===== config.mk =====
export PLATFORM = sky130hd
export DESIGN_NAME = fetch_unit
export DESIGN_NICKNAME = d
export VERILOG_FILES = /design/src/rtl/fetch_unit.sv
export SDC_FILE = /design/constraint.sdc
export NUM_CORES = 1
export LEC_CHECK = 0
export BUFFER_PORTS_ARGS = -buffer_cell sky130_fd_sc_hd__buf_4
export CAP_MARGIN = 20
export CORE_ASPECT_RATIO = 1.5
export CORE_MARGIN = 3
export CORE_UTILIZATION = 51
export CTS_CLUSTER_SIZE = 28
export DETAILED_ROUTE_END_ITERATION = 8
export PLACE_DENSITY = 0.77
export SETUP_SLACK_MARGIN = 0.02
export SLEW_MARGIN = 10
export SYNTH_ARGS = -nofsm -noshare
export SYNTH_HDL_FRONTEND = slang
export SYNTH_SLANG_ARGS = --single-unit

===== constraint.sdc =====
create_clock -name clk -period 4.5 [get_ports clk]
set_clock_uncertainty 0.15 [all_clocks]
set_input_delay 0.9 -clock clk [delete_from_list [all_inputs] [get_ports clk]]
set_output_delay 0.9 -clock clk [all_outputs]
set_load 0.005 [all_outputs]

===== src/rtl/fetch_unit.sv =====
// Instruction-fetch front end: owns the PC, issues ROM reads, absorbs the one-cycle
// ROM latency and buffers fetched words in a 2-entry FIFO toward decode.
module fetch_unit #(
  parameter logic [31:0] RESET_PC = 32'h0000_0000,
  parameter logic [31:0] PC_LIMIT = 32'd1024
) (
  input  logic        clk,
  input  logic        reset,
  input  logic        redirect_valid,
  input  logic [31:0] redirect_pc,
  input  logic [31:0] rom_memout,
  output logic [31:0] rom_addr,
  output logic        rom_en,
  output logic        instr_valid,
  input  logic        instr_ready,
  output logic [31:0] instr,
  output logic [31:0] instr_pc,
  output logic        halted,
  output logic        misalign_err
);

  localparam int unsigned XLEN  = 32;
  localparam int unsigned DEPTH = 2;

  typedef enum logic {
    ST_RUN  = 1'b0,
    ST_HALT = 1'b1
  } state_e;

  state_e            state_q, state_d;
  logic [XLEN-1:0]   pc_q, pc_d;
  logic              inflight_q, inflight_d;
  logic [XLEN-1:0]   inflight_pc_q, inflight_pc_d;
  logic [1:0]        occ_q, occ_d;
  logic              wr_ptr_q, wr_ptr_d;
  logic              rd_ptr_q, rd_ptr_d;
  logic              misalign_q, misalign_d;
  logic [XLEN-1:0]   mem_instr_q [DEPTH];
  logic [XLEN-1:0]   mem_pc_q    [DEPTH];

  logic              pop_c;
  logic              push_c;
  logic              room_c;
  logic              issue_c;
  logic [XLEN-1:0]   pc_plus4_c;
  logic [2:0]        pending_c;

  assign instr_valid  = (occ_q != 2'd0);
  assign instr        = mem_instr_q[rd_ptr_q];
  assign instr_pc     = mem_pc_q[rd_ptr_q];
  assign rom_addr     = pc_q;
  assign halted       = (state_q == ST_HALT);
  assign misalign_err = misalign_q;

  // Outstanding slots after this cycle's pop; a new issue needs one free
  assign pop_c      = instr_valid & instr_ready;
  assign pending_c  = 3'({1'b0, occ_q}) + 3'({2'b0, inflight_q}) - 3'({2'b0, pop_c});
  assign room_c     = (pending_c < 3'd2);
  assign issue_c    = (state_q == ST_RUN) & ~redirect_valid & room_c;
  assign rom_en     = issue_c & ~reset;
  assign push_c     = inflight_q & ~redirect_valid;
  assign pc_plus4_c = pc_q + 32'd4;

  // Next-state: redirect dominates issue, capture and pop bookkeeping
  always_comb begin
    state_d       = state_q;
    pc_d          = pc_q;
    inflight_d    = inflight_q;
    inflight_pc_d = inflight_pc_q;
    occ_d         = occ_q;
    wr_ptr_d      = wr_ptr_q;
    rd_ptr_d      = rd_ptr_q;
    misalign_d    = misalign_q;

    if (redirect_valid) begin
      pc_d       = redirect_pc;
      inflight_d = 1'b0;
      occ_d      = 2'd0;
      wr_ptr_d   = 1'b0;
      rd_ptr_d   = 1'b0;
      if (redirect_pc[1:0] != 2'b00) begin
        state_d    = ST_HALT;
        misalign_d = 1'b1;
      end else if (redirect_pc < PC_LIMIT) begin
        state_d = ST_RUN;
      end else begin
        state_d = ST_HALT;
      end
    end else begin
      if (pop_c) begin
        rd_ptr_d = ~rd_ptr_q;
      end
      if (push_c) begin
        wr_ptr_d = ~wr_ptr_q;
      end
      occ_d = occ_q + 2'(push_c) - 2'(pop_c);
      if (issue_c) begin
        pc_d          = pc_plus4_c;
        inflight_d    = 1'b1;
        inflight_pc_d = pc_q;
        if (pc_plus4_c == PC_LIMIT) begin
          state_d = ST_HALT;
        end
      end else begin
        inflight_d = 1'b0;
      end
    end
  end

  // State registers
  always_ff @(posedge clk) begin
    if (reset) begin
      state_q       <= ST_RUN;
      pc_q          <= RESET_PC;
      inflight_q    <= 1'b0;
      inflight_pc_q <= '0;
      occ_q         <= 2'd0;
      wr_ptr_q      <= 1'b0;
      rd_ptr_q      <= 1'b0;
      misalign_q    <= 1'b0;
    end else begin
      state_q       <= state_d;
      pc_q          <= pc_d;
      inflight_q    <= inflight_d;
      inflight_pc_q <= inflight_pc_d;
      occ_q         <= occ_d;
      wr_ptr_q      <= wr_ptr_d;
      rd_ptr_q      <= rd_ptr_d;
      misalign_q    <= misalign_d;
    end
  end

  // FIFO storage; cleared on reset so the head reads zero
  always_ff @(posedge clk) begin
    if (reset) begin
      for (int i = 0; i < DEPTH; i++) begin
        mem_instr_q[i] <= '0;
        mem_pc_q[i]    <= '0;
      end
    end else if (push_c) begin
      mem_instr_q[wr_ptr_q] <= rom_memout;
      mem_pc_q[wr_ptr_q]    <= inflight_pc_q;
    end
  end

endmodule


* Yosys cells after proc, flatten, opt, wreduce, memory -nomap -nowiden
Memory sizes are Yosys's and may differ from the RTL's. A register that Yosys moved wholly into a read port is not among the register bits.
Cells that the tools add are included.
** Cells by class
- Multiplexer cells :: 23
- $lt $le $gt $ge :: 2
- Reduce and logical (&&, ||, !) cells :: 10
- Bitwise operators :: 10
- Equality and inequality tests :: 1
- Add/sub/neg operators :: 5
** Operators by type and width (number)
- 32-bit two-way mux :: 4
- 32-bit OR reduction :: 2
- 32-bit by 3-bit adder with 32-bit output, second input constant :: 1
- 32-bit by 11-bit equality test with 1-bit output, second input constant :: 1
- 32-bit by 11-bit < comparator with 1-bit output, second input constant :: 1
- 1-bit two-way mux :: 19
- 2-bit nonzero test :: 4
- 2-bit AND reduction :: 3
- 1-bit bitwise AND :: 5
- 1-bit inverter :: 5
- 2-bit by 1-bit adder with 3-bit output :: 1
- 3-bit by 2-bit < comparator with 1-bit output, second input constant :: 1
- 3-bit by 1-bit subtractor with 3-bit output :: 1
- 2-bit by 1-bit adder with 2-bit output :: 1
- 2-bit OR reduction :: 1
- 2-bit by 1-bit subtractor with 2-bit output :: 1
** Storage, ports and cells
- Logic and storage cells :: 61
- Bits in registers :: 71
- Bits in writable memories :: 128
- Output and inout port bits :: 100
- Bits of input ports :: 68
- Memories kept :: 2
** Memories
- mem_instr_q :: words 2, bits a word 32, read ports 1, clocked after memory_dff 1, wr ports 2, line 38 : logic [XLEN-1:0] mem_instr_q [DEPTH];
- mem_pc_q :: words 2, bits a word 32, read ports 1, clocked after memory_dff 1, wr ports 2, line 39 : logic [XLEN-1:0] mem_pc_q [DEPTH];

* Logic depth before layout (Yosys ltp)
- Depth in word-level cells :: 7
- Mapped depth :: 13
- Depth with buffers taken out :: 11

* Least setup slack after synthesis
Ideal clock, no wire load.
- Path type :: input to register
- From :: input port redirect_valid
- To :: memory mem_instr_q[0][0], enable pin
- Data arrival time :: 4215 ps
- Stages :: 4
- Data required time :: 3851 ps
- Setup slack :: -364 ps
- Buffers on the path :: 1
- Library setup time :: 499 ps
- Cell sequence :: clkbuf_1 -> inv_1 -> nand2_1 -> o21bai_1
** RTL lines
- from (decl) :: line 9 : input logic redirect_valid,
- to (decl) :: line 38

* Worst setup path after layout
- From :: register occ_q[1]
- To :: output port rom_en
** On the way
- Cells in the longest elaborated chain, start to end :: 6
- Elaborated cells on any way between the ends :: 7
- Those cells by class :: 2 x add/sub; 1 x order compare; 3 x bitwise; 1 x reduce/logical
** Ends and longest elaborated chain
- from (decl) :: line 34 : logic [1:0] occ_q, occ_d;
- from (signal assigned) :: line 117 : occ_q <= 2'd0;
- from (signal assigned) :: line 126 : occ_q <= occ_d;
- 2-bit nonzero test :: line 48 : assign instr_valid = (occ_q != 2'd0);
- 1-bit bitwise AND :: line 56 : assign pop_c = instr_valid & instr_ready;
- via pop_c :: line 41 : logic pop_c;
- 3-bit by 1-bit subtractor with 3-bit output :: line 57 : assign pending_c = 3'({1'b0, occ_q}) + 3'({2'b0, inflight_q}) - 3'({2'b0, pop_c});
- 3-bit by 2-bit < comparator with 1-bit output :: line 58 : assign room_c = (pending_c < 3'd2);
- 1-bit bitwise AND :: line 59 : assign issue_c = (state_q == ST_RUN) & ~redirect_valid & room_c;
- 1-bit bitwise AND :: line 60 : assign rom_en = issue_c & ~reset;
- to (decl) :: line 13 : output logic rom_en,
The timed path passes the listed nets, and every way through them passes these cells.

==> run summary <==
status - finished, final reports clean
Leakage - 4.38 nW
HPWL after DPL - 14100 microns
CTS Buffer Depth - 2
CP arrival - 2.81 ns
Syn Area/Cell - 10.8 sq um
die area - 0.0202 sq mm
vias in the first global route - 6791
worst endpoint required time - 3.45 ns
GRT Total Usage - 21.9%
top-area cell type share of the netlist area - 40.7%
flop-to-flop setup slack - 0.88 ns
routed len/inst - 18.3 microns
Final Hold Violating Endpoints - 0
library cells used by synthesis - 62
DP Worst Slack - 0.690 ns
global-route wire length before repair - 35100 microns
Hold Buf Count CTS - 0
area occupied by multi-input gates - 0.00382 sq mm
final instance count without filler cells - 1217
Crit. End Element - output pin
PortBufs - 167
Worst-Skew Late Latency - 0.43 ns
yosys warns - 0
Final min period - 3.86 ns
initial antenna violation count - 0
maximum VDD drop - 0.183 mV
Initial Util - 52.4%
Setup crit start kind - flop
clock slew at reported path FFs - 0.07 ns
CTS tree - done
worst r2r src - occ_q[1]$_SDFF_PP0_
GPL Wtd Cong - 0.913
pwr/cell area - 347 mW/mm^2
number of synthesized flops with an enable pin - 128
nets@finish - 1060
top cells by area, synth - edfxtp_1, dfxtp_1, and2_1, mux2_2, a21oi_1
Slew Viols, Final - 0
Worst Setup SP - occ_q[1]$_SDFF_PP0_
slew margin rel. - 20.6%
total core area - 0.0180 sq mm
RSZ-0062 raised after global routing - false
grt total ovfl - 0
antenna viol nets, final - 0
hold path depth - 2
post-CTS setup buffer count - 0
fin area - 0.0113 sq mm
PnR Total Power - 3.91 mW
die height - 173 microns
deepest level of the CTS H-tree - 4
Post-Syn Instances - 873
syn nets - 946
Tcrit/Tclk final - 85.8%
DP Area - 0.0107 sq mm
Die Wd - 117 microns
Yosys top cell by area - edfxtp_1
layout overhead on the synthesized area - 19.4%
Seq cells post-synth - 200
post_cts resized - 0
Critical R2R Capture - rom_addr[16]$_SDFFE_PP0P_
synthesized cell area - 0.00944 sq mm
Post-route DRC - 0
detailed-route via count - 7043
I/O pin total - 168
Synth async-reset ratio - 0%
initial DRC count - 500
Sum Neg Setup Slack - 0 ns
fillcell total - 1532
FMAX - 0.259 GHz
Tightest Pin Transition - 1.19 ns
layout cells sized above 1 - 28.3%
clk sinks - 200
CP max FO - 4
number of diodes - 0
# rows - 60
post-route worst setup slack - 0.640 ns
max-cap violations - 0
maximum number of pins on one net before global-route repair - 78
hold wc startpoint - inflight_pc_q[26]$_SDFFE_PP0P_
CTS Buf Count - 17
WS Path Type - flop to output pin
root buffer cell - clkbuf_16
vias per cell - 5.79
Primary FF master, synth - edfxtp_1
final setup vio count - 0
reg2reg path depth - 10
HP Class - flop to flop
register area - 0.00529 sq mm
hold endpoint - inflight_pc_q[26]$_SDFFE_PP0P_
placed cells - 1185
post-synthesis sequential area ratio - 56.0%
DRT Wirelength - 22300 microns
first drt pass iteration count - 5
## placed cells by master, fill, tap and decap left out, types with 6 or more instances in the layout
cell type | synthesis | final
nand3_1 | 13 | 12
buf_4 | 5 | 171
nand4_1 | 13 | 13
mux2_2 | 64 | 64
edfxtp_1 | 128 | 128
and2_1 | 134 | 134
a21oi_1 | 72 | 72
dfxtp_1 | 72 | 71
nor4_1 | 19 | 19
inv_1 | 8 | 8
clkbuf_16 | 0 | 17
a22oi_1 | 7 | 7
nor3_1 | 18 | 18
nand2_1 | 88 | 88
o21ai_0 | 27 | 27
and3_1 | 6 | 6
nor2_1 | 35 | 35
## synth_stat cells, drive strengths merged (4+ instances only)
library cell / instances
mux2: 64
xnor2: 5
nor2: 35
o31ai: 4
nor4: 19
nor3: 19
nand3: 14
a222oi: 4
clkbuf: 53
a31oi: 4
inv: 8
nor4b: 4
and2: 136
mux2i: 5
a21oi: 72
ha: 4
edfxtp: 128
nand4: 15
buf: 24
nand2: 88
and4: 5
a22oi: 7
and3: 6
o21ai: 27
dfxtp: 72
## registers in the layout (all words and copies together), names as in the netlist, 2 cells and up, named ones only
name and count:
inflight_pc_q 32, mem_instr_q 64, mem_pc_q 64, occ_q 2
rom_addr 32
## critical path, stage by stage (launching register included)
cell      delay (ns)
dfxtp_1         0.37
or2_2           0.32
and2_1          0.21
ha_1            0.27
nand2b_1        0.15
fa_1            0.38
xnor2_1         0.29
and4b_1         0.27
buf_4           0.13
## power by group
| group | leakage [nW] | total [mW] | switching, mW | internal [mW] |
|---|---|---|---|---|
| registers | 1.92 | 2.10 | 0.0733 | 2.03 |
| clock network | 0.273 | 1.44 | 0.708 | 0.735 |
| logic | 2.19 | 0.372 | 0.190 | 0.181 |
## layer usage
layer  GRT usage [%]  share of wire (%)  vias to the layer above
met5               0                  0                        -
met4            7.03                2.0                        0
met3            3.50                5.4                       36
met2            38.7                 54                      270
met1            26.9                 39                     3379
li1                -                  -                     3358
## metrics by stage
stage          util [%]  hold slack [ns]
2_1_floorplan         -            0.290
3_3_place_gp       59.5            0.293
3_5_place_dp       59.5            0.298
4_1_cts            62.5            0.311
5_1_grt            62.5            0.326
6_report           62.5            0.309
## area by class of cell
type	instances	share of cell area [%]
Clock buffer	20	3.88
Clock inverter	12	1.02
Inverter	8	0.267
Multi-Input combinational cell	588	33.9
Sequential cell	200	46.9
Tap cell	217	2.41
Timing Repair Buffer	172	11.6
## cell families (layout without fill, tap and decap cells)
logic type	count (synthesis)	in the layout	synth area share (%)
AND/OR/NAND/NOR	358	358	21.0
flip-flops	200	200	56.0
AO/OA/AOI/OAI	148	148	9.56
buffers and inverters	85	212	3.81
multiplexers	69	69	8.17
XOR/XNOR	8	8	0.743
adder cells (fa/ha/maj)	5	5	0.743
## worst max-delay path by stage
stage                                      endpoint  slack (ns)  cells after the start
floorplan           mem_instr_q[0][0]$_SDFFCE_PN0P_        0.99                      4
detailed placement         rom_addr[5]$_SDFFE_PP0P_        0.69                     10
global placement          rom_addr[17]$_SDFFE_PP0P_        0.69                     10
CTS                                          rom_en        0.61                      8
finish                                       rom_en        0.64                      8
global route                                 rom_en        0.42                      8
(Power assumes the default switching activity.)
